<file path="config.mk">
export PLATFORM = sky130hd
export DESIGN_NAME = fetch_unit
export DESIGN_NICKNAME = d
export VERILOG_FILES = /design/src/rtl/y86_pkg.sv /design/src/rtl/y86_instr_len.sv /design/src/rtl/fetch_unit.sv
export SDC_FILE = /design/constraint.sdc
export NUM_CORES = 1
export LEC_CHECK = 0
export CAP_MARGIN = 10
export CORE_UTILIZATION = 25
export CTS_CLUSTER_SIZE = 25
export DETAILED_ROUTE_END_ITERATION = 10
export HOLD_SLACK_MARGIN = 0.12
export PLACE_DENSITY = 0.48
export SETUP_SLACK_MARGIN = 0.15
export SLEW_MARGIN = 20
export SYNTH_ARGS = -nofsm -noshare
export SYNTH_HDL_FRONTEND = slang
export SYNTH_HIERARCHICAL = 1
export SYNTH_SLANG_ARGS = --single-unit
export TNS_END_PERCENT = 10
</file>
<file path="constraint.sdc">
create_clock -name clock -period 4.5 [get_ports clock]
set_input_delay 0.9 -clock clock [delete_from_list [all_inputs] [get_ports clock]]
set_output_delay 0.9 -clock clock [all_outputs]
set_load 0.01 [all_outputs]
</file>
<file path="src/rtl/y86_pkg.sv">
// Shared definitions for the Y86-64 fetch stage.
//   - icode constants (I_HALT .. I_POPQ)
//   - status codes (STAT_AOK/HLT/ADR/INS)
//   - RNONE: register id meaning "no register"
//   - fetch_state_e: fetch sequencer states
package y86_pkg;

    localparam logic [3:0] I_HALT   = 4'h0;
    localparam logic [3:0] I_NOP    = 4'h1;
    localparam logic [3:0] I_RRMOVQ = 4'h2;
    localparam logic [3:0] I_IRMOVQ = 4'h3;
    localparam logic [3:0] I_RMMOVQ = 4'h4;
    localparam logic [3:0] I_MRMOVQ = 4'h5;
    localparam logic [3:0] I_OPQ    = 4'h6;
    localparam logic [3:0] I_JXX    = 4'h7;
    localparam logic [3:0] I_CALL   = 4'h8;
    localparam logic [3:0] I_RET    = 4'h9;
    localparam logic [3:0] I_PUSHQ  = 4'hA;
    localparam logic [3:0] I_POPQ   = 4'hB;

    localparam logic [2:0] STAT_AOK = 3'd1;
    localparam logic [2:0] STAT_HLT = 3'd2;
    localparam logic [2:0] STAT_ADR = 3'd3;
    localparam logic [2:0] STAT_INS = 3'd4;

    localparam logic [3:0] RNONE = 4'hF;

    typedef enum logic [1:0] {
        S_FETCH,
        S_OUT,
        S_WAIT,
        S_STOP
    } fetch_state_e;

endpackage

</file>
<file path="src/rtl/y86_instr_len.sv">
// Combinational decode of an instruction's first byte.
// Ports:
//   byte0       in   {icode, ifun}
//   length      out  instruction length in bytes (1, 2, 9 or 10)
//   has_regids  out  byte 1 carries {rA, rB}
//   has_valc    out  instruction carries an 8-byte constant
//   valc_offset out  index of the first valC byte (1 or 2)
//   invalid     out  icode or ifun is not a legal encoding
module y86_instr_len
    import y86_pkg::*;
(
    input  logic [7:0] byte0,
    output logic [3:0] length,
    output logic       has_regids,
    output logic       has_valc,
    output logic [3:0] valc_offset,
    output logic       invalid
);

    logic [3:0] icode;
    logic [3:0] ifun;

    assign icode = byte0[7:4];
    assign ifun  = byte0[3:0];

    always_comb begin
        length      = 4'd1;
        has_regids  = 1'b0;
        has_valc    = 1'b0;
        valc_offset = 4'd0;
        invalid     = 1'b0;
        case (icode)
            I_HALT, I_NOP, I_RET: begin
                length  = 4'd1;
                invalid = (ifun != 4'd0);
            end
            I_RRMOVQ: begin
                length     = 4'd2;
                has_regids = 1'b1;
                invalid    = (ifun > 4'd6);
            end
            I_IRMOVQ, I_RMMOVQ, I_MRMOVQ: begin
                length      = 4'd10;
                has_regids  = 1'b1;
                has_valc    = 1'b1;
                valc_offset = 4'd2;
                invalid     = (ifun != 4'd0);
            end
            I_OPQ: begin
                length     = 4'd2;
                has_regids = 1'b1;
                invalid    = (ifun > 4'd3);
            end
            I_JXX: begin
                length      = 4'd9;
                has_valc    = 1'b1;
                valc_offset = 4'd1;
                invalid     = (ifun > 4'd6);
            end
            I_CALL: begin
                length      = 4'd9;
                has_valc    = 1'b1;
                valc_offset = 4'd1;
                invalid     = (ifun != 4'd0);
            end
            I_PUSHQ, I_POPQ: begin
                length     = 4'd2;
                has_regids = 1'b1;
                invalid    = (ifun != 4'd0);
            end
            default: begin
                length  = 4'd1;
                invalid = 1'b1;
            end
        endcase
    end

endmodule

</file>
<file path="src/rtl/fetch_unit.sv">
// Y86-64 fetch stage. Reads an instruction one byte per transfer from an 8-bit
// instruction memory, splits it into fields and presents it downstream with a
// valid/ready handshake, then waits for the next PC from later stages.
// Ports:
//   clock, reset         rising-edge clock; synchronous active-low reset
//   imem_req/imem_addr   byte read request, address = pc + byte_cnt
//   imem_valid/rdata/err transfer completion, data byte, address fault
//   f_valid/f_ready      downstream handshake
//   icode/ifun/rA/rB     instruction fields
//   valC/valP/pc_out     constant, fall-through PC, instruction address
//   stat                 1=AOK 2=HLT 3=ADR 4=INS
//   pc_next_valid/pc_next  next PC from execute/memory (used only in S_WAIT)
module fetch_unit
    import y86_pkg::*;
#(
    parameter logic [63:0] RESET_PC = 64'd0
) (
    input  logic        clock,
    input  logic        reset,
    output logic        imem_req,
    output logic [63:0] imem_addr,
    input  logic        imem_valid,
    input  logic [7:0]  imem_rdata,
    input  logic        imem_error,
    output logic        f_valid,
    input  logic        f_ready,
    output logic [3:0]  icode,
    output logic [3:0]  ifun,
    output logic [3:0]  rA,
    output logic [3:0]  rB,
    output logic [63:0] valC,
    output logic [63:0] valP,
    output logic [63:0] pc_out,
    output logic [2:0]  stat,
    input  logic        pc_next_valid,
    input  logic [63:0] pc_next
);

    fetch_state_e state_q, state_d;

    logic [63:0] pc_q, pc_d;
    logic [3:0]  byte_cnt_q, byte_cnt_d;
    logic        imem_req_q, imem_req_d;
    logic        f_valid_q, f_valid_d;
    logic [3:0]  icode_q, icode_d;
    logic [3:0]  ifun_q, ifun_d;
    logic [3:0]  ra_q, ra_d;
    logic [3:0]  rb_q, rb_d;
    logic [63:0] valc_q, valc_d;
    logic [63:0] valp_q, valp_d;
    logic [63:0] pc_out_q, pc_out_d;
    logic [2:0]  stat_q, stat_d;

    // Byte 0 is decoded straight off the bus; later bytes reuse the stored fields.
    logic [7:0] dec_byte;
    logic [3:0] dec_len;
    logic       dec_regids;
    logic       dec_valc;
    logic [3:0] dec_off;
    logic       dec_invalid;

    assign dec_byte = (byte_cnt_q == 4'd0) ? imem_rdata : {icode_q, ifun_q};

    y86_instr_len u_instr_len (
        .byte0      (dec_byte),
        .length     (dec_len),
        .has_regids (dec_regids),
        .has_valc   (dec_valc),
        .valc_offset(dec_off),
        .invalid    (dec_invalid)
    );

    logic       xfer;
    logic       xfer_ok;
    logic       fault;
    logic       is_invalid;
    logic       is_halt;
    logic       is_last;
    logic       fetch_done;
    logic [3:0] valc_rel;

    assign xfer       = (state_q == S_FETCH) & imem_req_q & imem_valid;
    assign fault      = xfer & imem_error;
    assign xfer_ok    = xfer & ~imem_error;
    assign is_invalid = xfer_ok & (byte_cnt_q == 4'd0) & dec_invalid;
    // halt with a nonzero ifun is also flagged invalid; INS wins in the stat select
    assign is_halt    = xfer_ok & (byte_cnt_q == 4'd0) & (imem_rdata[7:4] == I_HALT);
    assign is_last    = xfer_ok & (byte_cnt_q == (dec_len - 4'd1));
    assign fetch_done = fault | is_invalid | is_halt | is_last;
    assign valc_rel   = byte_cnt_q - dec_off;

    // State register
    always_ff @(posedge clock) begin
        if (!reset) begin
            state_q <= S_FETCH;
        end else begin
            state_q <= state_d;
        end
    end

    // Next-state logic
    always_comb begin
        state_d = state_q;
        case (state_q)
            S_FETCH: if (fetch_done) state_d = S_OUT;
            S_OUT: begin
                if (f_valid_q && f_ready) begin
                    state_d = (stat_q == STAT_AOK) ? S_WAIT : S_STOP;
                end
            end
            S_WAIT:  if (pc_next_valid) state_d = S_FETCH;
            S_STOP:  state_d = S_STOP;
            default: state_d = S_FETCH;
        endcase
    end

    // Output / datapath next values. Request and valid are registered copies of
    // the next state, so they rise exactly one cycle after the transition cause.
    always_comb begin
        imem_req_d = (state_d == S_FETCH);
        f_valid_d  = (state_d == S_OUT);
        pc_d       = pc_q;
        byte_cnt_d = byte_cnt_q;
        icode_d    = icode_q;
        ifun_d     = ifun_q;
        ra_d       = ra_q;
        rb_d       = rb_q;
        valc_d     = valc_q;
        valp_d     = valp_q;
        pc_out_d   = pc_out_q;
        stat_d     = stat_q;
        case (state_q)
            S_FETCH: begin
                if (xfer_ok) begin
                    if (byte_cnt_q == 4'd0) begin
                        icode_d = imem_rdata[7:4];
                        ifun_d  = imem_rdata[3:0];
                    end
                    if (byte_cnt_q == 4'd1 && dec_regids) begin
                        ra_d = imem_rdata[7:4];
                        rb_d = imem_rdata[3:0];
                    end
                    if (dec_valc && byte_cnt_q >= dec_off) begin
                        // little-endian: byte (off + k) lands in valC[8k +: 8]
                        for (int k = 0; k < 8; k++) begin
                            if (valc_rel == 4'(k)) valc_d[8*k +: 8] = imem_rdata;
                        end
                    end
                    if (!fetch_done) byte_cnt_d = byte_cnt_q + 4'd1;
                end
                if (fetch_done) begin
                    pc_out_d = pc_q;
                    if (fault) begin
                        stat_d = STAT_ADR;
                        valp_d = 64'd0;
                    end else if (is_invalid) begin
                        stat_d = STAT_INS;
                        valp_d = pc_q + 64'd1;
                    end else if (is_halt) begin
                        stat_d = STAT_HLT;
                        valp_d = pc_q + 64'd1;
                    end else begin
                        stat_d = STAT_AOK;
                        valp_d = pc_q + 64'(dec_len);
                    end
                end
            end
            S_WAIT: begin
                if (pc_next_valid) begin
                    // fields start from defaults so a faulting fetch reports
                    // only what it actually captured
                    pc_d       = pc_next;
                    byte_cnt_d = 4'd0;
                    icode_d    = 4'd0;
                    ifun_d     = 4'd0;
                    ra_d       = RNONE;
                    rb_d       = RNONE;
                    valc_d     = 64'd0;
                end
            end
            default: ;
        endcase
    end

    // Datapath registers
    always_ff @(posedge clock) begin
        if (!reset) begin
            pc_q       <= RESET_PC;
            byte_cnt_q <= 4'd0;
            imem_req_q <= 1'b0;
            f_valid_q  <= 1'b0;
            icode_q    <= 4'd0;
            ifun_q     <= 4'd0;
            ra_q       <= RNONE;
            rb_q       <= RNONE;
            valc_q     <= 64'd0;
            valp_q     <= 64'd0;
            pc_out_q   <= 64'd0;
            stat_q     <= STAT_AOK;
        end else begin
            pc_q       <= pc_d;
            byte_cnt_q <= byte_cnt_d;
            imem_req_q <= imem_req_d;
            f_valid_q  <= f_valid_d;
            icode_q    <= icode_d;
            ifun_q     <= ifun_d;
            ra_q       <= ra_d;
            rb_q       <= rb_d;
            valc_q     <= valc_d;
            valp_q     <= valp_d;
            pc_out_q   <= pc_out_d;
            stat_q     <= stat_d;
        end
    end

    assign imem_req  = imem_req_q;
    assign imem_addr = pc_q + {60'd0, byte_cnt_q};
    assign f_valid   = f_valid_q;
    assign icode     = icode_q;
    assign ifun      = ifun_q;
    assign rA        = ra_q;
    assign rB        = rb_q;
    assign valC      = valc_q;
    assign valP      = valp_q;
    assign pc_out    = pc_out_q;
    assign stat      = stat_q;

endmodule

</file>
==> out/qor.csv <==
metric,value,unit
cp_max_fo,7,
cts.sinks,283,
place_inst,2863,
initial_core_util,0.253,
rrSetupSlack,0.30,ns
grt_pass1_wl,93200,um
grt_usage,0.214,
crit_type,flip-flop to primary output,
p_int,4560,uW
p_sw_frac,0.263,
numCtsBuffers,37,
tightest_slew,1.59,ns
die-area,58000,sq um
wl_met2,29300,um
yosys_warnings,6,
worst_r2r_endpoint,valC[13],
routed_wl,63700,um
power_frac_clock,0.479,
post-dp-hpwl,47700,um
fp.dieW,241,um
final_util,0.363,
comb_power_share,0.110,
core,56400,sq um
vias,14596,
clkLatencyLatePin,0.56,ns
top_layer_used,met5,
antenna_found_initial,11,
drive_gt1_frac,0.127,
violations,slew limit,
cts.path.max_buffers,3,
hold_viol,0,
switchingPower,1630,uW
vias_per_cell,4.97,
final_cell_mix,"clkdlybuf4s50_1, nand2_1, dfxtp_1, a21oi_1, buf_4",
final_common_cell,clkdlybuf4s50_1,
hp-start,pc_out[56],
ys_seq_area_frac,0.397,
reg2reg_from,byte_cnt_q[0],
fin_crit_sh,0.979,
place_congestion,0.934,
first_global_vias,14430,
ys_ff_latch,283,
wl_per_cell,21.7,um
cp.arrival,3.51,ns
status,"complete, but fails checks",
worstPathRequired,3.60,ns
synth_flop_cell,dfxtp_1,
worstHoldEndpoint,pc_out[56],
syn_inst,1795,
irDropWorstVdd,0.000201,V
clkSlewWorstSetupHoldPaths,0.06,ns
fin_crit,4.41,ns
htree_levels,2,
setup_tns,0,ns
syn_area,14300,sq um
avgSynthCellArea,7.95,sq um
rsz0062_at_grt,true,
end_kind,primary output,
powerDensity,303,nW/um^2
final_cells,2934,
max_freq,0.227,GHz
root_buffer,clkbuf_16,
final_antenna_net_count,0,
hold_class,flip-flop to flip-flop,
wl_met3,5010,um
synth.distinct_cells,77,
cts_hold_buf,0,
syn_to_final_growth,43.4,%
r2r_cells,16,
grt_remaining_overflow,0,
slew_viol_final,59,
slew_headroom,-0.0607,
finalPower,6190,uW
fin_skew,0.0287,ns
seqPwrFrac,0.411,
setup_violations,0,
drc,0,
async_flop_share,0,
power_leakage,0.00690,uW
hold_depth,2,
drv_cap,0,
synth_edf_count,0,
cts_tree,built,
drt_iter0_markers,947,
std_cell_rows,87,
firstDrtPassIters,6,
grt_max_degree,212,
start_kind,flip-flop,
met1Wirelength,27700,um
io_buffers,354,
io_pins,355,
die_y,241,um
fin_nets,2249,
[layer usage]
metal,track usage,vias to the layer above
li1,-,6919
met1,0.274,7043
met2,0.349,512
met3,0.0566,104
met4,0.0627,18
met5,0,-
[kinds of logic (layout without fill, tap and decap cells)]
| logic type | Yosys count | count (layout) | share of synthesized area |
|---|---|---|---|
| AND/OR/NAND/NOR | 735 | 735 | 0.248 |
| multiplexers | 24 | 24 | 0.0179 |
| adder cells (fa/ha/maj) | 20 | 20 | 0.0191 |
| other | 1 | 4 | 0.000263 |
| flip-flops | 283 | 283 | 0.397 |
| XOR/XNOR | 130 | 130 | 0.0798 |
| buffers and inverters | 186 | 566 | 0.0611 |
| AO/OA/AOI/OAI | 416 | 416 | 0.176 |
[synth_stat cells (4+ instances only)]
| master | n | area, sq um |
|---|---|---|
| or4_1 | 4 | 30.0 |
| nand4_1 | 34 | 213 |
| a21oi_1 | 218 | 1090 |
| o2111ai_1 | 4 | 35.0 |
| o21ai_0 | 91 | 455 |
| inv_1 | 22 | 82.6 |
| mux2_2 | 12 | 135 |
| dfxtp_1 | 283 | 5670 |
| o21bai_1 | 6 | 45.0 |
| nor4_1 | 36 | 225 |
| ha_1 | 17 | 213 |
| nand2b_1 | 10 | 62.6 |
| a211o_1 | 9 | 78.8 |
| clkbuf_1 | 68 | 255 |
| xnor2_1 | 83 | 727 |
| nor2b_1 | 12 | 75.1 |
| nand3_1 | 105 | 526 |
| buf_1 | 13 | 48.8 |
| o21a_1 | 5 | 37.5 |
| nor2_1 | 101 | 379 |
| and2_1 | 4 | 25.0 |
| nand2_1 | 323 | 1210 |
| and3_1 | 9 | 56.3 |
| nor3_1 | 52 | 260 |
| buf_2 | 56 | 280 |
| clkbuf_2 | 4 | 20.0 |
| xor2_1 | 47 | 412 |
| nand4_2 | 7 | 87.6 |
| a211oi_2 | 8 | 100 |
| buf_4 | 20 | 150 |
| nor4_2 | 4 | 50.1 |
| o2bb2ai_1 | 46 | 403 |
| mux2i_1 | 12 | 120 |
| or2_2 | 5 | 31.3 |
[power groups by stage]
stage          logic [uW]  registers [uW]  clock network, uW
2_1_floorplan         356            2600                  0
3_3_place_gp          660            2600                  0
3_5_place_dp          668            2600                  0
4_1_cts               672            2540               3040
5_1_grt               733            2540               3130
6_report              681            2540               2970
[layout make-up]
class                           count  area [sq um]
Fill cell                        5946         35900
Multi-Input combinational cell   1328          7940
Sequential cell                   283          5670
Timing Repair Buffer              479          4620
Clock buffer                       51          1070
Tap cell                          756           946
Clock inverter                     14           130
Inverter                           22          87.6
Antenna cell                        1          2.50
[worst max-delay path by stage]
stage,startpoint,to,depth (start not counted)
finish,pc_q[13],imem_addr[38],6
CTS,byte_cnt_q[0],imem_addr[34],12
global route,byte_cnt_q[0],imem_addr[26],11
detailed placement,imem_rdata[6],valC[37],13
floorplan,byte_cnt_q[1],valC[10],16
global placement,imem_rdata[6],valC[45],13
[worst max-delay path, cell delays in order, from the launching register on]
cell and delay, ns:
dfxtp_1 0.51, nand4_1 0.42, nor4_1 0.69, nand4_1 0.22
nor3_1 0.23, xor2_1 0.30, clkdlybuf4s50_1 0.60
[flip-flops by register name, summed over array words and instances, names as in the netlist, 2 cells and up]
signal      cells
rB              4
valP           64
valC           64
rA              4
pc_q           64
byte_cnt_q      4
ifun            4
pc_out         64
stat            3
icode           4
state_q         2
[through the flow]
step | setup slack [ns] | area [sq um] | hold WS (ns)
floorplan | 0.217 | 14300 | 0.476
finish | 0.0926 | 20500 | 0.449
global placement | 0.0464 | 19000 | 0.442
global route | 0.0225 | 20500 | 0.469
CTS | 0.128 | 20300 | 0.452
detailed placement | 0.0299 | 19000 | 0.444
[timing repair]
| action | in CTS | in global routing |
|---|---|---|
| buffers inserted | 4 | 1 |
| resized for setup | 21 | 21 |
| setup endpoints to repair | 61 | 97 |
| pin swaps | 7 | 1 |
Power figures use the tool's default switching activity.
